$ cat src/rtl/pulse_gen_pkg.sv
// Shared types and width helper for the multi-channel pulse generator.
package pulse_gen_pkg;

  typedef enum logic [1:0] {
    MODE_RISE   = 2'b00,
    MODE_FALL   = 2'b01,
    MODE_BOTH   = 2'b10,
    MODE_REPEAT = 2'b11
  } mode_e;

  typedef enum logic [1:0] {
    ST_IDLE  = 2'b00,
    ST_PULSE = 2'b01,
    ST_HOLD  = 2'b10
  } state_e;

  // Bits needed to count 0..n-1, never less than one.
  function automatic int unsigned cnt_width(input int unsigned n);
    return (n <= 1) ? 1 : $clog2(n);
  endfunction

endpackage

$ cat src/rtl/pulse_gen_multi_if.sv
// Button-side inputs and strobe outputs of the pulse generator.
interface pulse_gen_multi_if #(
  parameter int unsigned N_CH = 4
);
  logic [N_CH-1:0] btn;
  logic            en;
  logic [1:0]      mode;
  logic [N_CH-1:0] pulso;
  logic [N_CH-1:0] level;

  modport master (output btn, en, mode, input pulso, level);
  modport slave  (input btn, en, mode, output pulso, level);
endinterface

$ cat src/rtl/pulse_gen_channel.sv
// One channel: 2-flop synchroniser, debouncer, and pulse/auto-repeat FSM.
module pulse_gen_channel
  import pulse_gen_pkg::*;
#(
  parameter int unsigned DEBOUNCE_CYCLES = 4,
  parameter int unsigned PULSE_LEN       = 2,
  parameter int unsigned REPEAT_PERIOD   = 8
) (
  input  logic  clk,
  input  logic  rst,
  input  logic  btn,
  input  logic  en,
  input  mode_e mode,
  output logic  pulso,
  output logic  level
);

  localparam int unsigned DB_W = cnt_width(DEBOUNCE_CYCLES);
  localparam int unsigned P_W  = cnt_width(PULSE_LEN);
  localparam int unsigned R_W  = cnt_width(REPEAT_PERIOD);

  localparam logic [DB_W-1:0] DB_LAST = DB_W'(DEBOUNCE_CYCLES - 1);
  localparam logic [P_W-1:0]  P_LAST  = P_W'(PULSE_LEN - 1);
  localparam logic [R_W-1:0]  R_LAST  = R_W'(REPEAT_PERIOD - 1);

  logic [1:0]      sync_q;
  logic            sync;
  logic            stable;
  logic            stable_d;
  logic [DB_W-1:0] db_cnt;
  logic            rise;
  logic            fall;
  logic            trig;

  state_e          state;
  state_e          state_n;
  logic [P_W-1:0]  pcnt;
  logic [P_W-1:0]  pcnt_n;
  logic [R_W-1:0]  rcnt;
  logic [R_W-1:0]  rcnt_n;

  assign sync = sync_q[1];

  // Synchroniser and debouncer; stable only follows sync after DEBOUNCE_CYCLES agreeing samples.
  always_ff @(posedge clk or posedge rst) begin
    if (rst) begin
      sync_q   <= 2'b00;
      stable   <= 1'b0;
      stable_d <= 1'b0;
      db_cnt   <= '0;
    end else begin
      sync_q   <= {sync_q[0], btn};
      stable_d <= stable;
      if (sync == stable) begin
        db_cnt <= '0;
      end else if (db_cnt == DB_LAST) begin
        stable <= sync;
        db_cnt <= '0;
      end else begin
        db_cnt <= db_cnt + DB_W'(1);
      end
    end
  end

  assign rise  = stable & ~stable_d;
  assign fall  = ~stable & stable_d;
  assign level = stable;

  always_comb begin
    trig = 1'b0;
    case (mode)
      MODE_RISE, MODE_REPEAT: trig = rise;
      MODE_FALL:              trig = fall;
      MODE_BOTH:              trig = rise | fall;
      default:                trig = 1'b0;
    endcase
    trig = trig & en;
  end

  always_ff @(posedge clk or posedge rst) begin
    if (rst) begin
      state <= ST_IDLE;
      pcnt  <= '0;
      rcnt  <= '0;
      pulso <= 1'b0;
    end else begin
      state <= state_n;
      pcnt  <= pcnt_n;
      rcnt  <= rcnt_n;
      pulso <= (state_n == ST_PULSE);
    end
  end

  // Next-state: triggers outside IDLE are dropped; HOLD waits at expiry while en is low.
  always_comb begin
    state_n = state;
    pcnt_n  = pcnt;
    rcnt_n  = rcnt;
    case (state)
      ST_IDLE: begin
        if (trig) begin
          state_n = ST_PULSE;
          pcnt_n  = '0;
          rcnt_n  = '0;
        end
      end
      ST_PULSE: begin
        pcnt_n = pcnt + P_W'(1);
        rcnt_n = rcnt + R_W'(1);
        if (pcnt == P_LAST) begin
          state_n = ((mode == MODE_REPEAT) && stable) ? ST_HOLD : ST_IDLE;
        end
      end
      ST_HOLD: begin
        if (!stable || (mode != MODE_REPEAT)) begin
          state_n = ST_IDLE;
        end else if (rcnt == R_LAST) begin
          if (en) begin
            state_n = ST_PULSE;
            pcnt_n  = '0;
            rcnt_n  = '0;
          end
        end else begin
          rcnt_n = rcnt + R_W'(1);
        end
      end
      default: state_n = ST_IDLE;
    endcase
  end

endmodule

$ cat src/rtl/pulse_gen_multi.sv
// N_CH independent debounced pulse generators sharing enable and edge mode.
module pulse_gen_multi
  import pulse_gen_pkg::*;
#(
  parameter int unsigned N_CH            = 4,
  parameter int unsigned DEBOUNCE_CYCLES = 4,
  parameter int unsigned PULSE_LEN       = 2,
  parameter int unsigned REPEAT_PERIOD   = 8
) (
  input  logic              clk,
  input  logic              rst,
  pulse_gen_multi_if.slave  bus
);

  logic [N_CH-1:0] pulso_v;
  logic [N_CH-1:0] level_v;
  mode_e           mode;

  assign mode      = mode_e'(bus.mode);
  assign bus.pulso = pulso_v;
  assign bus.level = level_v;

  for (genvar i = 0; i < N_CH; i++) begin : g_ch
    pulse_gen_channel #(
      .DEBOUNCE_CYCLES (DEBOUNCE_CYCLES),
      .PULSE_LEN       (PULSE_LEN),
      .REPEAT_PERIOD   (REPEAT_PERIOD)
    ) u_ch (
      .clk   (clk),
      .rst   (rst),
      .btn   (bus.btn[i]),
      .en    (bus.en),
      .mode  (mode),
      .pulso (pulso_v[i]),
      .level (level_v[i])
    );
  end

endmodule

$ cat src/flat_wrapper.sv
// flat-port wrapper written by rule: the top's interface ports become plain ports
module pulse_gen_multi_flat import pulse_gen_pkg::*;
#(
  parameter int unsigned N_CH            = 4,
  parameter int unsigned DEBOUNCE_CYCLES = 4,
  parameter int unsigned PULSE_LEN       = 2,
  parameter int unsigned REPEAT_PERIOD   = 8
)
  (clk, rst, bus_btn, bus_en, bus_mode, bus_pulso, bus_level);
  pulse_gen_multi_if #(.N_CH(N_CH)) bus_i ();
  input  logic clk;
  input  logic rst;
  input wire logic [$bits(bus_i.btn)-1:0] bus_btn;
  input wire logic [$bits(bus_i.en)-1:0] bus_en;
  input wire logic [$bits(bus_i.mode)-1:0] bus_mode;
  output wire logic [$bits(bus_i.pulso)-1:0] bus_pulso;
  output wire logic [$bits(bus_i.level)-1:0] bus_level;
  assign bus_i.btn = bus_btn;
  assign bus_i.en = bus_en;
  assign bus_i.mode = bus_mode;
  assign bus_pulso = bus_i.pulso;
  assign bus_level = bus_i.level;
  pulse_gen_multi #(.N_CH(N_CH), .DEBOUNCE_CYCLES(DEBOUNCE_CYCLES), .PULSE_LEN(PULSE_LEN), .REPEAT_PERIOD(REPEAT_PERIOD)) u_core (.clk(clk), .rst(rst), .bus(bus_i));
endmodule
$ cat config.mk
export PLATFORM = sky130hd
export DESIGN_NAME = pulse_gen_multi_flat
export DESIGN_NICKNAME = d
export VERILOG_FILES = /design/src/rtl/pulse_gen_pkg.sv /design/src/rtl/pulse_gen_multi_if.sv /design/src/rtl/pulse_gen_channel.sv /design/src/rtl/pulse_gen_multi.sv /design/src/flat_wrapper.sv
export SDC_FILE = /design/constraint.sdc
export NUM_CORES = 1
export LEC_CHECK = 0
export CAP_MARGIN = 20
export CORE_AREA = 2 2 90 92
export CTS_CLUSTER_SIZE = 8
export DETAILED_ROUTE_END_ITERATION = 10
export DIE_AREA = 0 0 92 94
export MAX_ROUTING_LAYER = met4
export SKIP_CTS_REPAIR_TIMING = 1
export SLEW_MARGIN = 20
export SYNTH_ARGS = -nofsm -noshare
export SYNTH_HDL_FRONTEND = slang
export SYNTH_SLANG_ARGS = --single-unit
export TNS_END_PERCENT = 5
$ cat constraint.sdc
create_clock -name clk -period 3.25 [get_ports clk]
set_input_delay 0.325 -clock clk [delete_from_list [all_inputs] [get_ports clk]]
set_output_delay 0.325 -clock clk [all_outputs]
set_load 0.02 [all_outputs]
-- Word level (Yosys, flattened, before mapping)
Cells that the tools add are included.
- RAM bits: 0
- output and inout port bits: 8
- latch bits: 0
- logic and storage cells: 228
- memory bits (read-only): 0
- bits in registers: 52
- memories: 0
- reductions and logical operators: 34
- divide/modulo/power cells: 0
- muxes and demuxes: 74
- magnitude comparators: 0
- bitwise operators: 28
- shift-type cells: 0
- $mul: 0
- add/sub/neg operators: 12
- equality and inequality tests: 48
- operator list (cell ; number):
    $mux W2 ; 32
    $mux W3 ; 13
    $pmux W3 S3 ; 4
    $ne A2 B2 Y1 const B ; 17
    $pmux W1 S3 ; 8
    $pmux W2 S3 ; 4
    $eq A2 B2 Y1 const B ; 10
    $reduce_and A5 Y1 ; 4
    $eq A2 B1 Y1 const B ; 9
    $reduce_and A4 Y1 ; 4
    $mux W1 ; 13
    $add A3 B1 Y3 const B ; 4
    $and A1 B1 Y1 ; 12
    $eq A3 B3 Y1 const B ; 4
    $ne A3 B3 Y1 const B ; 4
    $not A1 Y1 ; 12
    $reduce_bool A3 Y1 ; 4
    $logic_not A2 Y1 ; 5
    $add A2 B1 Y2 const B ; 4
    $reduce_and A2 Y1 ; 4
    $add A1 B1 Y1 const B ; 4
    $eq A1 B1 Y1 ; 4
    $logic_and A1 B1 Y1 ; 4
    $logic_not A1 Y1 ; 4
    3 further kinds ; 9

-- Depth between registers and ports, before layout
Gate-level depths: netlist (run 1).
- depth in word-level cells: 8
- gate-level depth with buffers: 6
- gate-level depth less buffers: 6

-- Hierarchy
Synthesis (run 1) repeated with hierarchy kept, for this count alone.
- cells, all modules: 296
- area, all modules: 3149.3 sq um
- modules (own cells, without submodules) (module ; area an instance (sq um) ; cells each ; instances):
    pulse_gen_channel at u_core.g_ch[0].u_ch ... ; 784.5 ; 74 ; 3
    pulse_gen_channel at u_core.g_ch[2].u_ch ; 795.8 ; 74 ; 1

-- Worst setup path after synthesis (run 1)
Ideal clock, no wire load.
- kind: flip-flop to flip-flop
- from: register u_core.g_ch[3].u_ch.stable
- to: register u_core.g_ch[3].u_ch.rcnt[0]
- data required time: 3.125 ns
- stages on the path, launching flop included: 7
- buffers on the path: 0
- library setup time: 0.125 ns
- slack: 1.190 ns
- clock period less this slack: 2.060 ns
- data arrival time: 1.935 ns
- cells stage by stage: dfrtp_1 inv_1 ha_1 nand2b_1 a221o_1 a221oi_4 mux2_4
- cells in the longest elaborated chain, start to end: 7
- RTL lines (item ; RTL line ; text):
    from (decl) ; pulse_gen_channel.sv:28 ; logic stable;
    from (signal assigned) ; pulse_gen_channel.sv:57 ; stable <= sync;
    $not A1 Y1 ; pulse_gen_channel.sv:66 ; assign fall = ~stable & stable_d;
    $and A1 B1 Y1 ; pulse_gen_channel.sv:66 ;
    $or A1 B1 Y1 ; pulse_gen_channel.sv:74 ; MODE_BOTH: trig = rise | fall;
    $pmux W1 S3 ; pulse_gen_channel.sv:71 ; case (mode)
    $and A1 B1 Y1 ; pulse_gen_channel.sv:77 ; trig = trig & en;
    $ne A2 B2 Y1 (no source line) ; -- ;
    $reduce_and A4 Y1 (no source line) (*) ; -- ;
    to (signal assigned) ; pulse_gen_channel.sv:89 ; rcnt <= rcnt_n;
    to (decl) ; pulse_gen_channel.sv:39 ; logic [R_W-1:0] rcnt;
Every way passes the cells marked *; elsewhere a longest branch is shown, timed or not.
A chain may end at the register's enable or synchronous reset.

-- Worst setup path after layout (run 1)
- from: input bus_mode[0]
- to: register u_core.g_ch[3].u_ch.rcnt[0]
- cells in the longest elaborated chain, start to end: 6
- RTL lines (item ; RTL line ; text):
    from (decl) ; flat_wrapper.sv:15 ; input wire logic [$bits(bus_i.mode)-1:0] bus_mode;
    $eq A2 B2 Y1 or $logic_not A2 Y1 (tied branches) ; pulse_gen_channel.sv:71 ;
    $reduce_or A2 Y1 ; pulse_gen_channel.sv:71 ;
    $pmux W1 S3 ; pulse_gen_channel.sv:71 ;
    $and A1 B1 Y1 ; pulse_gen_channel.sv:77 ;
    $ne A2 B2 Y1 (no source line) ; -- ;
    $reduce_and A4 Y1 (no source line) (*) ; -- ;
Marked as above.

==> results of run 1 <==
[report_power, final]
group | total (W) | leakage (nW) | internal [W] | switching (W)
Clock | 0.000381 | 0.0510 | 0.000170 | 0.000211
Combinational | 0.000895 | 0.885 | 0.000451 | 0.000444
Sequential | 0.000982 | 0.672 | 0.000829 | 0.000153
Total | 0.00226 | 1.61 | 0.00145 | 0.000808
[cell usage after synthesis (all sizes together) (5+ instances only)]
cell type	n
nand2	11
a21o	7
ha	39
o211ai	5
nor3	7
buf	9
o21ai	12
and2	5
nor2	15
a21oi	11
dfrtp	52
inv	33
nor2b	15
mux2	12
[state kept, by name (all words and copies together) (netlist names)]
signal	flops
u_core.g_ch.u_ch.stable_d	4
u_core.g_ch.u_ch.state	8
u_core.g_ch.u_ch.sync_q	8
u_core.g_ch.u_ch.rcnt	12
u_core.g_ch.u_ch.db_cnt	8
u_core.g_ch.u_ch.pulso	4
u_core.g_ch.u_ch.level	4
u_core.g_ch.u_ch.pcnt	4
[metrics by stage]
stage	hold slack, ps	cell area (um^2)	cells	setup WS (ps)
3_5_place_dp	334.7	3241	392	575.0
5_1_grt	368.3	3333	400	800.1
4_1_cts	356.1	3333	400	897.0
6_report	348.3	3333	400	899.8
3_3_place_gp	331.4	3241	392	593.0
2_1_floorplan	331.2	3003	281	1190
[cells by family (layout without fill, tap and decap cells)]
| family | after synthesis | after routing | share of synthesized area |
|---|---|---|---|
| and+or+nand+nor | 66 | 66 | 0.1154 |
| AOI/OAI and AO/OA | 62 | 62 | 0.1533 |
| DFF | 52 | 52 | 0.4333 |
| buffers and inverters | 42 | 59 | 0.06292 |
| adders and majority gates | 39 | 39 | 0.1625 |
| muxes | 16 | 16 | 0.06083 |
| xor gates and xnor gates | 4 | 4 | 0.01167 |
[worst max path at each step]
| stage | end | slack [ps] | from | cells past startpoint |
|---|---|---|---|---|
| after floorplan | u_core.g_ch[3].u_ch.rcnt[0] | 1190 | u_core.g_ch[3].u_ch.level | 6 |
| after global placement | u_core.g_ch[3].u_ch.rcnt[0] | 590 | bus_mode[0] | 7 |
| after detailed placement | u_core.g_ch[2].u_ch.rcnt[1] | 570 | bus_mode[0] | 7 |
| after CTS | u_core.g_ch[2].u_ch.rcnt[1] | 900 | bus_mode[0] | 7 |
| after global routing | u_core.g_ch[2].u_ch.rcnt[1] | 800 | bus_mode[0] | 7 |
| final | u_core.g_ch[3].u_ch.rcnt[0] | 900 | bus_mode[0] | 7 |
[final cells by class]
cell class / count / share of cell area
clock inverters: 2 / 0.003003
inverters: 33 / 0.03716
well taps: 102 / 0.03829
flip-flops and latches: 52 / 0.3904
clock buffers: 6 / 0.02477
multi-input cells: 187 / 0.4538
repair buffers: 18 / 0.05255
[per-layer routing]
metal  track usage  vias up
met4       0.03980        0
met2        0.2175       23
li1              -     1014
met3       0.02408        9
met5             -        -
met1        0.1708      958
==> parameters.txt, run 1 <==
Parameter                              Value

Place
  RePlAce Congestion ... approximately 0.95
  Placed wire-length estimate ... between 3000 and 4000 um
  Buffers on Ports ... 16

Synth
  Number of flops mapped to enable cells by yosys ... 0
  Proportion of synthesized chip area in sequential cells ... 0.4333
  Post-synthesis average cell area ... roughly 11 um^2
  Most area-consuming cells after synthesis ... sky130_fd_sc_hd__dfrtp_1 43%, sky130_fd_sc_hd__ha_1 16%, sky130_fd_sc_hd__inv_1 4.1%, sky130_fd_sc_hd__mux2_2 3.8%, sky130_fd_sc_hd__nor2b_1 3.1%
  Synthesized instance count ... 281
  Net Count, Synth ... between 300 and 400
  Most frequently used flop master after synthesis ... sky130_fd_sc_hd__dfrtp_1
  Synthesized cell area ... around 0.0030 mm^2
  Yosys cell types ... 43
  Synth async-reset ratio ... 1.000
  Number of warnings printed during yosys synthesis ... 0
  Number of storage elements in the synthesis netlist ... 52
  Largest area contributor in the synthesized netlist ... sky130_fd_sc_hd__dfrtp_1
  Fraction of synthesized cell area taken by the top area cell type ... 0.4333

Power
  Pwr Density ... 677.4 mW/mm^2
  Highest ir drop seen on vdd ... 0.0002440 V
  Cell leakage power ... roughly 1.6 nW
  Total power consumption of the routed design ... 0.002258 W

STA
  Final setup viols ... 0
  Summed negative setup slack over all endpoints ... 0 ps
  Period utilisation layout ... 0.7231
  Min Clock Period, post-route ... ~2400 ps
  Fin. Hold Viols ... 0
  Highest clock rate ... between 400 and 500 MHz
  Max-slew headroom at the worst pin ... 0.6126
  Final number of max-transition violations ... 0
  Unrepaired setup endpoints after global routing ... no
  Worst clock skew ... approximately 5.7 ps
  Transition time of the tightest slew-check pin ... 572.1 ps

Clock tree
  CTS Buf Count ... 5
  CTS tree ... built
  Depth of the CTS H-tree ... 2
  Clk_lat worst skew ... 310 ps
  Clk buf depth ... 2
  TritonCTS Sinks ... between 50 and 60
  CTS clock-pin slew for the worst setup and hold paths ... ~90 ps
  Root Driver ... sky130_fd_sc_hd__clkbuf_8

Setup path
  CP arrival ... between 2000 and 3000 ps
  Largest stage delay on the critical path ... between 500 and 600 ps
  Crit-path slowest cell ... sky130_fd_sc_hd__clkdlybuf4s50_1
  Reg-to-reg critical path endpoint ... u_core.g_ch[2].u_ch.rcnt[1]
  Req. time, crit path ... around 3500 ps
  Critical path's top delay family ... compound AO/OA/AOI/OAI gates
  Cells traversed along the worst timing path ... clkdlybuf4s50_1, inv_1, ha_1, a21oi_1, a221o_1, a221oi_4, mux2_4
  Combined buffer and inverter count along the critical path ... 2
  Critical path fanouts, max ... 8
  Crit start category ... primary input
  Critical setup path kind ... primary input to register
  Reg-to-reg slack, setup ... around 980 ps
  Number of cells on the worst reg-to-reg path ... 6
  Reg2Reg Launch Point ... u_core.g_ch[2].u_ch.level
  Sort of element at the end of the critical path ... register

Floorplan
  Area inside the core boundary ... between 0.007 and 0.008 mm^2
  Area enclosed by the die boundary ... between 0.008 and 0.009 mm^2
  Die Span Y ... about 94 um
  Number of I/O pins ... 17
  Cell Rows ... 32
  Initial standard-cell utilization of the core ... 0.3947
  Horizontal die dimension ... roughly 92 um

Global routing
  Via count of the first global-routing pass ... 1953
  Tot GR Track Use ... 0.1333
  Largest net degree at the start of global routing ... 28
  Wire length of the first global-routing pass ... roughly 8900 um
  Total congestion overflow ... 0
  Antenna violations before repair ... 0

Drt
  Antenna violation net count after detailed routing ... 0
  Met2 Routed Length ... between 2000 and 2500 um
  Post-DR wirelength/cell ... approximately 13 um
  Pre-Repair DR Iteration Count ... 4
  Uppermost metal layer occupied by signal nets ... met4
  Starting DRT DRC Count ... between 60 and 70
  DRC errors left ... 0
  Metal1 wirelength ... about 2500 um
  Number of vias per cell ... ~5
  Met3 wirelength from detailed routing ... approximately 110 um
  Total wirelength of the detailed-routed design ... just over 5000 um
  Count of vias placed by the detailed router ... around 2000

Finish
  Filler Cells Inserted ... 721
  Number of nets in the layout ... between 300 and 400
  Commonest non-fill, non-tap cell in the layout ... sky130_fd_sc_hd__dfrtp_1
  Layout Utilization ... 0.4382
  Area growth from synthesis to final layout ... 11.00%
  Diode count ... 0
  Fraction of layout instances using a drive strength above 1 ... 0.09732
  Register area ... 0.001301 mm^2
  Multi-input gate area in the final layout ... about 0.0015 mm^2
  Most used cells in the layout excluding fill and tap cells ... 52 x sky130_fd_sc_hd__dfrtp_1, 39 x sky130_fd_sc_hd__ha_1, 32 x sky130_fd_sc_hd__inv_1

Hold path
  Cell count of the worst hold path ... 0
  Worst min-delay path category ... register to register
  Hold Path Origin ... u_core.g_ch[0].u_ch.sync_q[0]
  Worst min-delay path endpoint ... u_core.g_ch[0].u_ch.sync_q[1]

Run
  Max-cap violation count ... 0

Status
  Status ... finished, final reports clean
Power figures use the tool's default switching activity.
==> inputs of run 2 (changes only) <==
Clock period 3.25 ns to 2.4 ns, I/O delays scaled along.
==> run 2 against run 1 <==
Critical path type unchanged. Setup slack lost 590 ps. Clock power grew 56%. Largest cell class unchanged. Critical endpoint is now u_core.g_ch[3].u_ch.rcnt[1]. Worst hold slack worse by 62 ps. Routed wire length increased by 1.4%. Largest power group is now combinational cells.
==> parameters.txt, run 2 (synthesized netlist as in run 1, its figures left out) <==
Parameter                              Value

Run
  Max-cap violation count ... 0 (unchanged)

Finish
  Max reg flops ... 12 (unchanged)
  Commonest non-fill, non-tap cell in the layout ... sky130_fd_sc_hd__dfrtp_1
  Fraction of layout instances using a drive strength above 1 ... 0.1433 (+0.04600)
  Top reg by flops ... u_core.g_ch.u_ch.rcnt
  Diode count ... 0 (unchanged)
  Number of nets in the layout ... 361 (+4.6%)
  Area growth from synthesis to final layout ... 16.04%
  Post-Layout Cell Count ... 416 (+4.0%)
  Layout Utilization ... 0.4581 (+0.01990)
  Most used cells in the layout excluding fill and tap cells ... 52 x sky130_fd_sc_hd__dfrtp_1, 39 x sky130_fd_sc_hd__ha_1, 32 x sky130_fd_sc_hd__inv_1

STA
  Final setup viols ... 0 (unchanged)
  Period utilisation layout ... 0.8719
  Fin. Hold Viols ... 0 (unchanged)
  Max-slew headroom at the worst pin ... 0.6437 (+0.03114)
  Final number of max-transition violations ... 0 (unchanged)
  Worst clock skew ... 9.156 ps (+3.425 ps)
  Highest clock rate ... 477.9 MHz
  Final critical-path setup slack ... 307.6 ps (-592.3 ps)
  Hold slack final ... 286.1 ps (-62.18 ps)
  Unrepaired setup endpoints after global routing ... no
  Min Clock Period, post-route ... 2092 ps
  Transition time of the tightest slew-check pin ... 533.7 ps (-38.44 ps)

Floorplan
  Area inside the core boundary ... 0.007607 mm^2 (unchanged)
  Horizontal die dimension ... 92 um (unchanged)
  Initial standard-cell utilization of the core ... 0.3947 (unchanged)
  Die Span Y ... 94 um (unchanged)
  Cell Rows ... 32 (unchanged)
  Number of I/O pins ... 17 (unchanged)
  Area enclosed by the die boundary ... 0.008648 mm^2 (unchanged)

Drt
  Pre-Repair DR Iteration Count ... 4 (unchanged)
  Starting DRT DRC Count ... 76 (+25%)
  DRC errors left ... 0 (unchanged)
  Post-DR wirelength/cell ... 12.59 um (-2.5%)
  Number of vias per cell ... 4.880 (-2.6%)
  Total wirelength of the detailed-routed design ... 5236 um (+1.4%)
  Count of vias placed by the detailed router ... 2030 (+1.3%)
  Antenna violation net count after detailed routing ... 0 (unchanged)

Global routing
  Wire length of the first global-routing pass ... 9004 um (+0.61%)
  Tot GR Track Use ... 0.1336 (+0.0003192)
  Most crowded layer after global routing ... met2
  Total congestion overflow ... 0 (unchanged)
  Met1 Track Usage GR ... 0.1744 (+0.003593)
  Largest net degree at the start of global routing ... 30 (+7.1%)
  Met3 Usage GRT ... 0.02488 (+0.0008026)
  Via count of the first global-routing pass ... 1958 (+0.26%)
  Antenna violations before repair ... 0 (unchanged)
  GR met2 Demand/Resource ... 0.2132 (-0.004289)

Setup path
  Cells traversed along the worst timing path ... clkdlybuf4s50_1, inv_1, ha_1, a21oi_1, a221o_1, a221oi_4, mux2_4
  Combined buffer and inverter count along the critical path ... 2 (unchanged)
  Sort of element at the end of the critical path ... register
  Critical path fanouts, max ... 5 (-3)
  Critical setup path kind ... primary input to register
  Crit start category ... primary input
  Critical path's top delay family ... compound AO/OA/AOI/OAI gates
  Crit-path slowest cell ... sky130_fd_sc_hd__clkdlybuf4s50_1
  CP arrival ... 2290 ps (-260 ps)
  Req. time, crit path ... 2600 ps (-850 ps)
  Largest stage delay on the critical path ... 480 ps (-30 ps)

Place
  Buffers on Ports ... 16 (unchanged)
  Worst slack, placed ... -12.58 ps (-587.6 ps)
  RePlAce Congestion ... 0.8500 (-10%)
  Post-placement cell count ... 408 (+4.1%)
  Placed wire-length estimate ... 3992 um (+2.6%)

Power
  Highest ir drop seen on vdd ... 0.0003328 V (+36%)
  Cell leakage power ... 1.693 nW (+5.3%)
  Pwr Density ... 935.1 mW/mm^2 (+38%)

Clock tree
  Clk_lat worst skew ... 310 ps (about the same)
  TritonCTS Sinks ... 52 (unchanged)
  Root Driver ... sky130_fd_sc_hd__clkbuf_8
  Clk buf depth ... 2 (unchanged)
  Depth of the CTS H-tree ... 2 (unchanged)
  CTS tree ... built
  CTS Buf Count ... 5 (unchanged)
  CTS clock-pin slew for the worst setup and hold paths ... 90 ps (about the same)

Hold path
  Worst min-delay path category ... primary input to asynchronous set/reset pin

Status
  Status ... finished, final reports clean
==> run 2: cell count changes in the layout (fill, tap and decap cells not counted) <==
cell / previous run / this run
sky130_fd_sc_hd__clkinv_2: 2 / 1
sky130_fd_sc_hd__clkinvlp_4: 0 / 1
sky130_fd_sc_hd__bufinv_16: 0 / 1
sky130_fd_sc_hd__buf_12: 0 / 1
sky130_fd_sc_hd__clkbuf_8: 6 / 5
sky130_fd_sc_hd__buf_4: 2 / 17
==> run 2: metal layers <==
| metal | part of all wire | up-vias |
|---|---|---|
| li1 | - | 1033 |
| met1 | 0.50 | 971 |
| met2 | 0.46 | 20 |
| met3 | 0.023 | 6 |
| met4 | 0.013 | 0 |
| met5 | 0 | - |
==> run 2: layout make-up <==
cell class / count / area (um^2)
inverters: 33 / 123.9
clock buffers: 5 / 68.82
repair buffers: 34 / 307.8
clock inverters: 3 / 42.54
well taps: 102 / 127.6
fillers: 719 / 4123
flip-flops and latches: 52 / 1301
multi-input cells: 187 / 1513
==> run 2: metrics by stage <==
stage          area, um^2  TNS, ps  power [W]
3_5_place_dp         3373   -24.58   0.002696
6_report             3485        0   0.003258
2_1_floorplan        3003        0   0.002298
5_1_grt              3485        0   0.003537
3_3_place_gp         3373  -0.1106   0.002659
4_1_cts              3485        0   0.003312
==> run 2: worst paths after layout <==
path                                                       to  depth (start not counted)  slack, ps                           from
worst max-delay path              u_core.g_ch[3].u_ch.rcnt[1]                          7        310                    bus_mode[0]
worst max register to register    u_core.g_ch[3].u_ch.rcnt[1]                          6        380      u_core.g_ch[3].u_ch.level
max in group asynchronous       u_core.g_ch[1].u_ch.sync_q[0]                          3       1560                            rst
worst min register to register  u_core.g_ch[1].u_ch.sync_q[1]                          0        350  u_core.g_ch[1].u_ch.sync_q[0]
min in group clk                u_core.g_ch[1].u_ch.sync_q[1]                          0        350  u_core.g_ch[1].u_ch.sync_q[0]
worst min-delay path              u_core.g_ch[0].u_ch.rcnt[2]                          2        290                            rst
==> run 2: power breakdown <==
group | switching, W | internal [W] | total (W)
logic | 0.000679 | 0.000705 | 0.00138
registers | 0.000155 | 0.00112 | 0.00128
clock network | 0.000288 | 0.000309 | 0.000596
